File: config.mk
export PLATFORM = sky130hd
export DESIGN_NAME = glm_dma_write_arbiter
export DESIGN_NICKNAME = d
export VERILOG_FILES = /design/src/rtl/glm_dma_write_arbiter.sv
export SDC_FILE = /design/constraint.sdc
export NUM_CORES = 1
export LEC_CHECK = 0
export ABC_CLOCK_PERIOD_IN_PS = 20800
export CAP_MARGIN = 20
export CORE_AREA = 4 4 685 687
export DETAILED_ROUTE_END_ITERATION = 12
export DIE_AREA = 0 0 689 691
export DONT_BUFFER_PORTS = 1
export PLACE_DENSITY = 0.3
export SYNTH_ARGS = -nofsm -noshare
export SYNTH_HDL_FRONTEND = slang
export SYNTH_SLANG_ARGS = --single-unit
File: constraint.sdc
create_clock -name clk -period 20.8 [get_ports clk]
set_clock_uncertainty 0.05 [all_clocks]
set_input_delay 5.2 -clock clk [delete_from_list [all_inputs] [get_ports clk]]
set_output_delay 5.2 -clock clk [all_outputs]
set_load 0.005 [all_outputs]
File: src/rtl/glm_dma_write_arbiter.sv
// glm_dma_write_arbiter
// Shares the single DMA write channel (control, write data, write ack) between
// NUM_REQ write-back requesters. Arbitration is round-robin per whole
// transaction: the winner holds the channel from grant until every line of its
// transaction has been acknowledged, so acks always route to exactly one owner.
//
// Optional feature macro: GLM_WRARB_PERF_EN
//   When defined, adds per-requester performance counters perf_grants and
//   perf_wait. When undefined, those ports and counters do not exist.

module glm_dma_write_arbiter #(
    parameter int NUM_REQ  = 2,
    parameter int CLADDR_W = 42,
    parameter int OWN_W    = (NUM_REQ > 1) ? $clog2(NUM_REQ) : 1
) (
    input  logic                    clk,
    input  logic                    reset,
    input  logic [NUM_REQ-1:0]      req_valid,
    input  logic [NUM_REQ*CLADDR_W-1:0] req_addr,
    input  logic [NUM_REQ*32-1:0]   req_len,
    output logic [NUM_REQ-1:0]      req_grant,
    input  logic [NUM_REQ-1:0]      req_we,
    input  logic [NUM_REQ*512-1:0]  req_wdata,
    output logic [NUM_REQ-1:0]      req_walmostfull,
    output logic [NUM_REQ-1:0]      req_wack,
    output logic                    dma_start,
    output logic [CLADDR_W-1:0]     dma_addr,
    output logic [31:0]             dma_len,
    input  logic                    dma_active,
    output logic                    dma_tx_we,
    output logic [511:0]            dma_tx_wdata,
    input  logic                    dma_tx_walmostfull,
    input  logic                    dma_rx_wvalid,
    output logic                    busy,
    output logic [OWN_W-1:0]        owner,
    output logic                    err_stray_we
`ifdef GLM_WRARB_PERF_EN
    ,
    output logic [NUM_REQ*32-1:0]   perf_grants,
    output logic [NUM_REQ*32-1:0]   perf_wait
`endif
);

    typedef enum logic [1:0] {
        ST_IDLE    = 2'd0,
        ST_GRANT   = 2'd1,
        ST_STREAM  = 2'd2,
        ST_RELEASE = 2'd3
    } state_t;

    state_t              state;
    logic [OWN_W-1:0]    rr;
    logic [31:0]         sent;
    logic [31:0]         acked;

    logic                any_req;
    logic [OWN_W-1:0]    pick;
    logic [NUM_REQ-1:0]  pick_mask;
    logic [CLADDR_W-1:0] pick_addr;
    logic [31:0]         pick_len;
    logic [NUM_REQ-1:0]  owner_mask;
    logic                owner_we;
    logic [511:0]        owner_wdata;
    logic                stray_we;
    logic                fwd_ok;
    logic [OWN_W-1:0]    owner_next;

    // First requester with valid set, scanning start, start+1, ... with wrap.
    function automatic logic [OWN_W-1:0] rr_pick(input logic [NUM_REQ-1:0] v,
                                                 input logic [OWN_W-1:0]   start);
        int   idx;
        logic found;
        rr_pick = start;
        found   = 1'b0;
        for (int k = 0; k < NUM_REQ; k++) begin
            idx = (int'(start) + k) % NUM_REQ;
            if (!found && v[idx]) begin
                rr_pick = OWN_W'(idx);
                found   = 1'b1;
            end
        end
    endfunction

    // Arbitration choice, owner-side data muxing and stray-strobe detection.
    always_comb begin
        any_req    = |req_valid;
        pick       = rr_pick(req_valid, rr);
        pick_mask  = '0;
        pick_mask[pick] = 1'b1;
        pick_addr  = req_addr[pick*CLADDR_W +: CLADDR_W];
        pick_len   = req_len[pick*32 +: 32];
        owner_mask = '0;
        owner_mask[owner] = 1'b1;
        owner_we    = req_we[owner];
        owner_wdata = req_wdata[owner*512 +: 512];
        stray_we    = |(req_we & ~owner_mask);
        fwd_ok      = (state == ST_STREAM) && owner_we && (sent != dma_len);
        owner_next  = (owner == OWN_W'(NUM_REQ - 1)) ? '0 : owner + 1'b1;
    end

    // Backpressure and ack routing: only the owner sees the DMA signals, and
    // only while streaming; everyone else is held off.
    always_comb begin
        req_walmostfull = '1;
        req_wack        = '0;
        if (state == ST_STREAM) begin
            req_walmostfull[owner] = dma_tx_walmostfull;
            req_wack[owner]        = dma_rx_wvalid;
        end
    end

    // Transaction FSM: arbitration, grant/start pulses, line and ack counting.
    always_ff @(posedge clk) begin
        if (reset) begin
            state        <= ST_IDLE;
            rr           <= '0;
            owner        <= '0;
            sent         <= '0;
            acked        <= '0;
            req_grant    <= '0;
            dma_start    <= 1'b0;
            dma_addr     <= '0;
            dma_len      <= '0;
            busy         <= 1'b0;
            dma_tx_we    <= 1'b0;
            err_stray_we <= 1'b0;
        end else begin
            req_grant <= '0;
            dma_start <= 1'b0;
            dma_tx_we <= 1'b0;
            case (state)
                ST_IDLE: begin
                    if (any_req && !dma_active) begin
                        owner     <= pick;
                        dma_addr  <= pick_addr;
                        dma_len   <= pick_len;
                        sent      <= '0;
                        acked     <= '0;
                        req_grant <= pick_mask;
                        dma_start <= (pick_len != 32'd0);
                        state     <= ST_GRANT;
                    end
                end
                ST_GRANT: begin
                    // Zero-length requests are acknowledged by the grant alone.
                    if (dma_len == 32'd0) begin
                        rr    <= owner_next;
                        state <= ST_IDLE;
                    end else begin
                        busy  <= 1'b1;
                        state <= ST_STREAM;
                    end
                end
                ST_STREAM: begin
                    if (fwd_ok) begin
                        dma_tx_we <= 1'b1;
                        sent      <= sent + 32'd1;
                    end
                    if ((owner_we && (sent == dma_len)) || stray_we) begin
                        err_stray_we <= 1'b1;
                    end
                    if (dma_rx_wvalid) begin
                        acked <= acked + 32'd1;
                        if (acked + 32'd1 == dma_len) begin
                            busy  <= 1'b0;
                            state <= ST_RELEASE;
                        end
                    end
                end
                ST_RELEASE: begin
                    rr    <= owner_next;
                    state <= ST_IDLE;
                end
                default: begin
                    state <= ST_IDLE;
                end
            endcase
        end
    end

    // Write data stage: one-cycle registered copy of the owner's line.
    always_ff @(posedge clk) begin
        if (fwd_ok) begin
            dma_tx_wdata <= owner_wdata;
        end
    end

`ifdef GLM_WRARB_PERF_EN
    // Free-running per-requester grant and wait-cycle counters.
    always_ff @(posedge clk) begin
        if (reset) begin
            perf_grants <= '0;
            perf_wait   <= '0;
        end else begin
            for (int i = 0; i < NUM_REQ; i++) begin
                if ((state == ST_GRANT) && (owner == OWN_W'(i))) begin
                    perf_grants[i*32 +: 32] <= perf_grants[i*32 +: 32] + 32'd1;
                end
                if (req_valid[i] && !((state != ST_IDLE) && (owner == OWN_W'(i)))) begin
                    perf_wait[i*32 +: 32] <= perf_wait[i*32 +: 32] + 32'd1;
                end
            end
        end
    end
`endif

endmodule

### Word-level counts from Yosys, hierarchy flattened

Index checks and enable logic that the tools add are counted.

* $add $sub $neg: 4
* multiply operators: 1
* $lt $le $gt $ge: 6
* equal/unequal tests: 12
* shifts and indexed selects: 3
* muxes and demuxes: 33
* bitwise operators: 8
* reduce and logical (&&, ||, !) cells: 27

Operator list (count)
* variable part select 1024 x 11 -> 512 bit: 1
* one-hot mux 32 bit (2 select lines): 2
* two-way mux 32 bit: 3
* variable part select 84 x 8 -> 42 bit: 1
* adder 32 x 1 -> 32 bit (second input constant): 2
* equality test 32 bit: 2
* variable part select 64 x 7 -> 32 bit: 1
* zero test 32 bit: 1
* != test 32 bit: 1
* nonzero test 32 bit: 1
* two-way mux 1 bit: 17
* two-way mux 2 bit: 6
* != test 2 bit (second input constant): 5
* AND reduction 3 bit: 3
* one-hot mux 2 bit (4 select lines): 1
* logical AND 1 bit: 7
* less-than comparator 1 x 2 -> 1 bit (second input constant): 3
* multiplier 1 x 5 -> 6 bit (second input constant): 1
* AND reduction 2 bit: 3
* nonzero test 2 bit: 3
* OR reduction 2 bit: 3
* AND 2 bit: 2
* equality test 2 bit (second input constant): 2
* one-hot mux 1 bit (2 select lines): 2
* other kinds (15): 21

* flip-flop bits (word level): 660
* output and inout bits: 597
* logic and storage cells: 107

### Depth between registers and ports, before layout

* depth in word-level cells: 11
* mapped depth: 11
* depth with buffers taken out: 8

### Least setup slack after synthesis

No wires, ideal clock.

* path kind: in2reg
* start: in req_we[1]
* end: reg sent[1]
* library setup time: 0.100 ns
* data arrival time: 16.364 ns
* path slack: 4.286 ns
* stages: 6
* path buffers: 1
* cells stage by stage: mux2i_1 > a211o_1 > buf_2 > inv_1 > nand4_1 > a21oi_1

* cells in the longest elaborated chain, start to end: 6

Ends and longest elaborated chain
* from (decl): line 22 `input logic [NUM_REQ-1:0] req_we,`
* two-way mux 1 bit (implied by the code) (2 in series): line 94 `owner_we = req_we[owner];`
* logical AND 1 bit (2 in series): line 97 `fwd_ok = (state == ST_STREAM) && owner_we && (sent != dma_len);`
* named net fwd_ok: line 65 `logic fwd_ok;`
* != test 2 bit (no source line)
* AND reduction 3 bit (no source line)
* to (signal assigned): line 157 `sent <= sent + 32'd1;`
* to (decl): line 53 `logic [31:0] sent;`

The timed path passes the listed nets, and every way through them passes these cells. The select of a mux whose other input is x is not followed.
A chain may end at the register's enable or synchronous reset.

### Worst setup path after layout

* start: in dma_rx_wvalid
* end: out req_wack[0]

* cells in the longest elaborated chain, start to end: 2

Ends and longest elaborated chain
* from (decl): line 33 `input logic dma_rx_wvalid,`
* AND 2 bit (no source line)
* two-way mux 2 bit: line 106 `if (state == ST_STREAM) begin`
* to (decl): line 25 `output logic [NUM_REQ-1:0] req_wack,`

Every way passes these cells.

==> metrics <==
run status finished clean; finished layout cell area 41180 um^2; Final min period 11.37 ns; Detailed Route WL 327200 um; Post-CTS Hold Buffers 0; launch point of the worst reg-to-reg path state[0]$_SDFFE_PP0P_; initial antenna violation count 464; GRT overflow 0; Critical path buffers and inverters 1; die width 689 um; TritonRoute pass-1 iters 5; post-synth top area share 0.5155; Antenna Nets Post-Route 0; Critical Path Start dma_rx_wvalid; total power 3.661 mW; count of cell types in the netlist 67; metal1 wirelength 116000 um; final setup fails 0; CTS buffer count 101; Post-CTS Setup Bufs 0; arrival time worst endpoint 6.12 ns; count of max-cap constraint violations 0; clk sink count 660; Initial Util 0.06442; pre-CTS setup slack 9.390 ns; Seq/Total Area, Yosys 0.6148; placed cell area 37420 um^2; Synth Instances 2115; Mapped Nets 3298; die area 476100 um^2; vias per inst 2.601; most used flip-flop cell after synthesis edfxtp_1; Least-Margin Pin Slew 1.178 ns; Final Max Tran Viols 0; storage element area 18340 um^2; asr flop ratio synth 0; fin cells 8514; Hold WC Path Type reg2reg; cell area after synthesis 29820 um^2; fin worst setup slack 9.426 ns; Area Overhead vs Synth 38.06%; count leader, synth mux2_2; RSZ-0062 raised after global routing no; post-route core utilization 0.08894; Rows 250; Clock Path Buffers 4; first-pass GRT wire length 372000 um; Multi-input gate area 10930 um^2; met3 wire len 33730 um; I/O Buffers 0; Total GRT Usage 0.1309; Slew HR 0.1941; leading area contributor after synthesis edfxtp_1; Worst Path Required 15.55 ns; I/O Pins 1778; gpl congestion 1.021; CP Max Fanout 41; FILL cells 53200; fin nets 3308; Hold Vio Cnt, Final 0; Vias 22150; top cells by area, synth edfxtp_1 52%, mux2_2 19%, dfxtp_1 9.9%; Top delay family on crit path simple AND/OR/NAND/NOR gates; layout cell share with drive strength beyond 1 0.3359; Reg2Reg Setup Slack 15.81 ns; kind of start point of the critical path input port; DIE HEIGHT 691 um; cts repair resizes 0; setup_tns 0 ns; Post-synth EDFFs 512; max layer used met5; initial DRC count 1941; Core ar. 462900 um^2; Reg clk slew, reported paths 0.06 ns; largest net degree at the start of global routing 136; Fmax 87.92 MHz; most instantiated cells after synthesis 513 x mux2_2, 512 x edfxtp_1, 148 x dfxtp_1; CP max stage delay 0.56 ns; Slowest-stage cell, CP nor2_1; Synth Warn # 0; vias in the first global route 20130; Synth Register Bits 660; worst-case vdd ir drop 0.06147 mV; Power per Cell Area 88.91 nW/um^2; Setup Crit Path Kind in2out; worst hold slack 0.4559 ns; part of the cycle the worst path needs 0.5468; Critical Path End Type output pin; Clk Latency, worst-skew pair 0.82 ns; crit path cell chain nand2_2 -> buf_4 -> nor2_1; drt drc 0; Hold Crit Start sent[31]$_SDFFE_PP0P_; CTS tree built; met2 wire length 163100 um; Cells after DPL 8195; Leak 10.98 nW; clk root buf clkbuf_16; average cell area after synthesis 14.10 um^2; # H-tree levels 3; dpl hpwl 290500 um; drt wl/cell 38.43 um
-- where the power goes --
| group | total (mW) | switching, mW | internal, mW |
|---|---|---|---|
| clock network | 1.82 | 0.740 | 1.08 |
| logic | 0.298 | 0.186 | 0.112 |
| registers | 1.54 | 0.0661 | 1.48 |
| total | 3.66 | 0.993 | 2.67 |
-- registers in the layout, indices dropped and copies added (netlist names), named ones only --
register	count
dma_tx_wdata	512
dma_addr	42
acked	32
dma_len	32
sent	32
req_grant	2
busy	1
dma_start	1
dma_tx_we	1
err_stray_we	1
owner	1
rr	1
state	1
-- area by class of cell --
cell class / count / area share
flip-flops and latches: 660 / 0.4454
repair buffers: 47 / 0.009785
diodes: 137 / 0.008326
clock buffers: 126 / 0.06640
inverters: 12 / 0.001276
clock inverters: 55 / 0.01574
multi-input cells: 1303 / 0.2654
well taps: 6174 / 0.1876
-- placed cells by master (no fill, tap or decap), drive strengths merged, types with 3 or more instances in the layout --
cell	instances
and3	14
a21oi	57
edfxtp	512
mux2i	78
a2111oi	6
a31oi	11
a22oi	6
o211ai	5
o31ai	8
or4	12
nand3b	3
and4	8
o2111ai	3
clkinvlp	6
bufinv	12
a311oi	3
buf	47
nor2	134
nand4	34
nor2b	4
a31o	3
nor4	41
and2	4
dfxtp	148
xor2	19
xnor2	60
a211oi	77
o21ai	42
diode	137
nand3	27
clkinv	30
clkbuf	126
nor3	17
or3	26
inv	19
mux2	513
nand2	56
-- per-layer routing --
metal / GRT usage / up-vias
met1: 0.1381 / 10740
met4: 0.03860 / 122
met5: 0 / -
li1: - / 8347
met3: 0.05500 / 864
met2: 0.2352 / 2075
-- worst register-to-register path, delay by kind of cell, from the launching register on --
family	cells	cell delay [ns]
buffers and inverters	5	2.95
AO/OA/AOI/OAI	1	0.60
AND/OR/NAND/NOR	1	0.46
flip-flops	1	0.47
-- logic make-up after synthesis --
kind of cell,synth area share
mux,0.2199
compound gates,0.05408
simple gates,0.06687
flops,0.6148
buf+inv,0.01997
fa+ha+maj,0.001175
xor+xnor,0.02320
-- worst paths after layout --
kind,endpoint,cells after the start
hold reg to reg,sent[31]$_SDFFE_PP0P_,2
hold / removal,sent[31]$_SDFFE_PP0P_,2
setup / recovery,req_wack[0],3
setup reg to reg,dma_tx_wdata[451]$_DFFE_PP_,7
No activity file was read; power rests on OpenSTA's default activity.
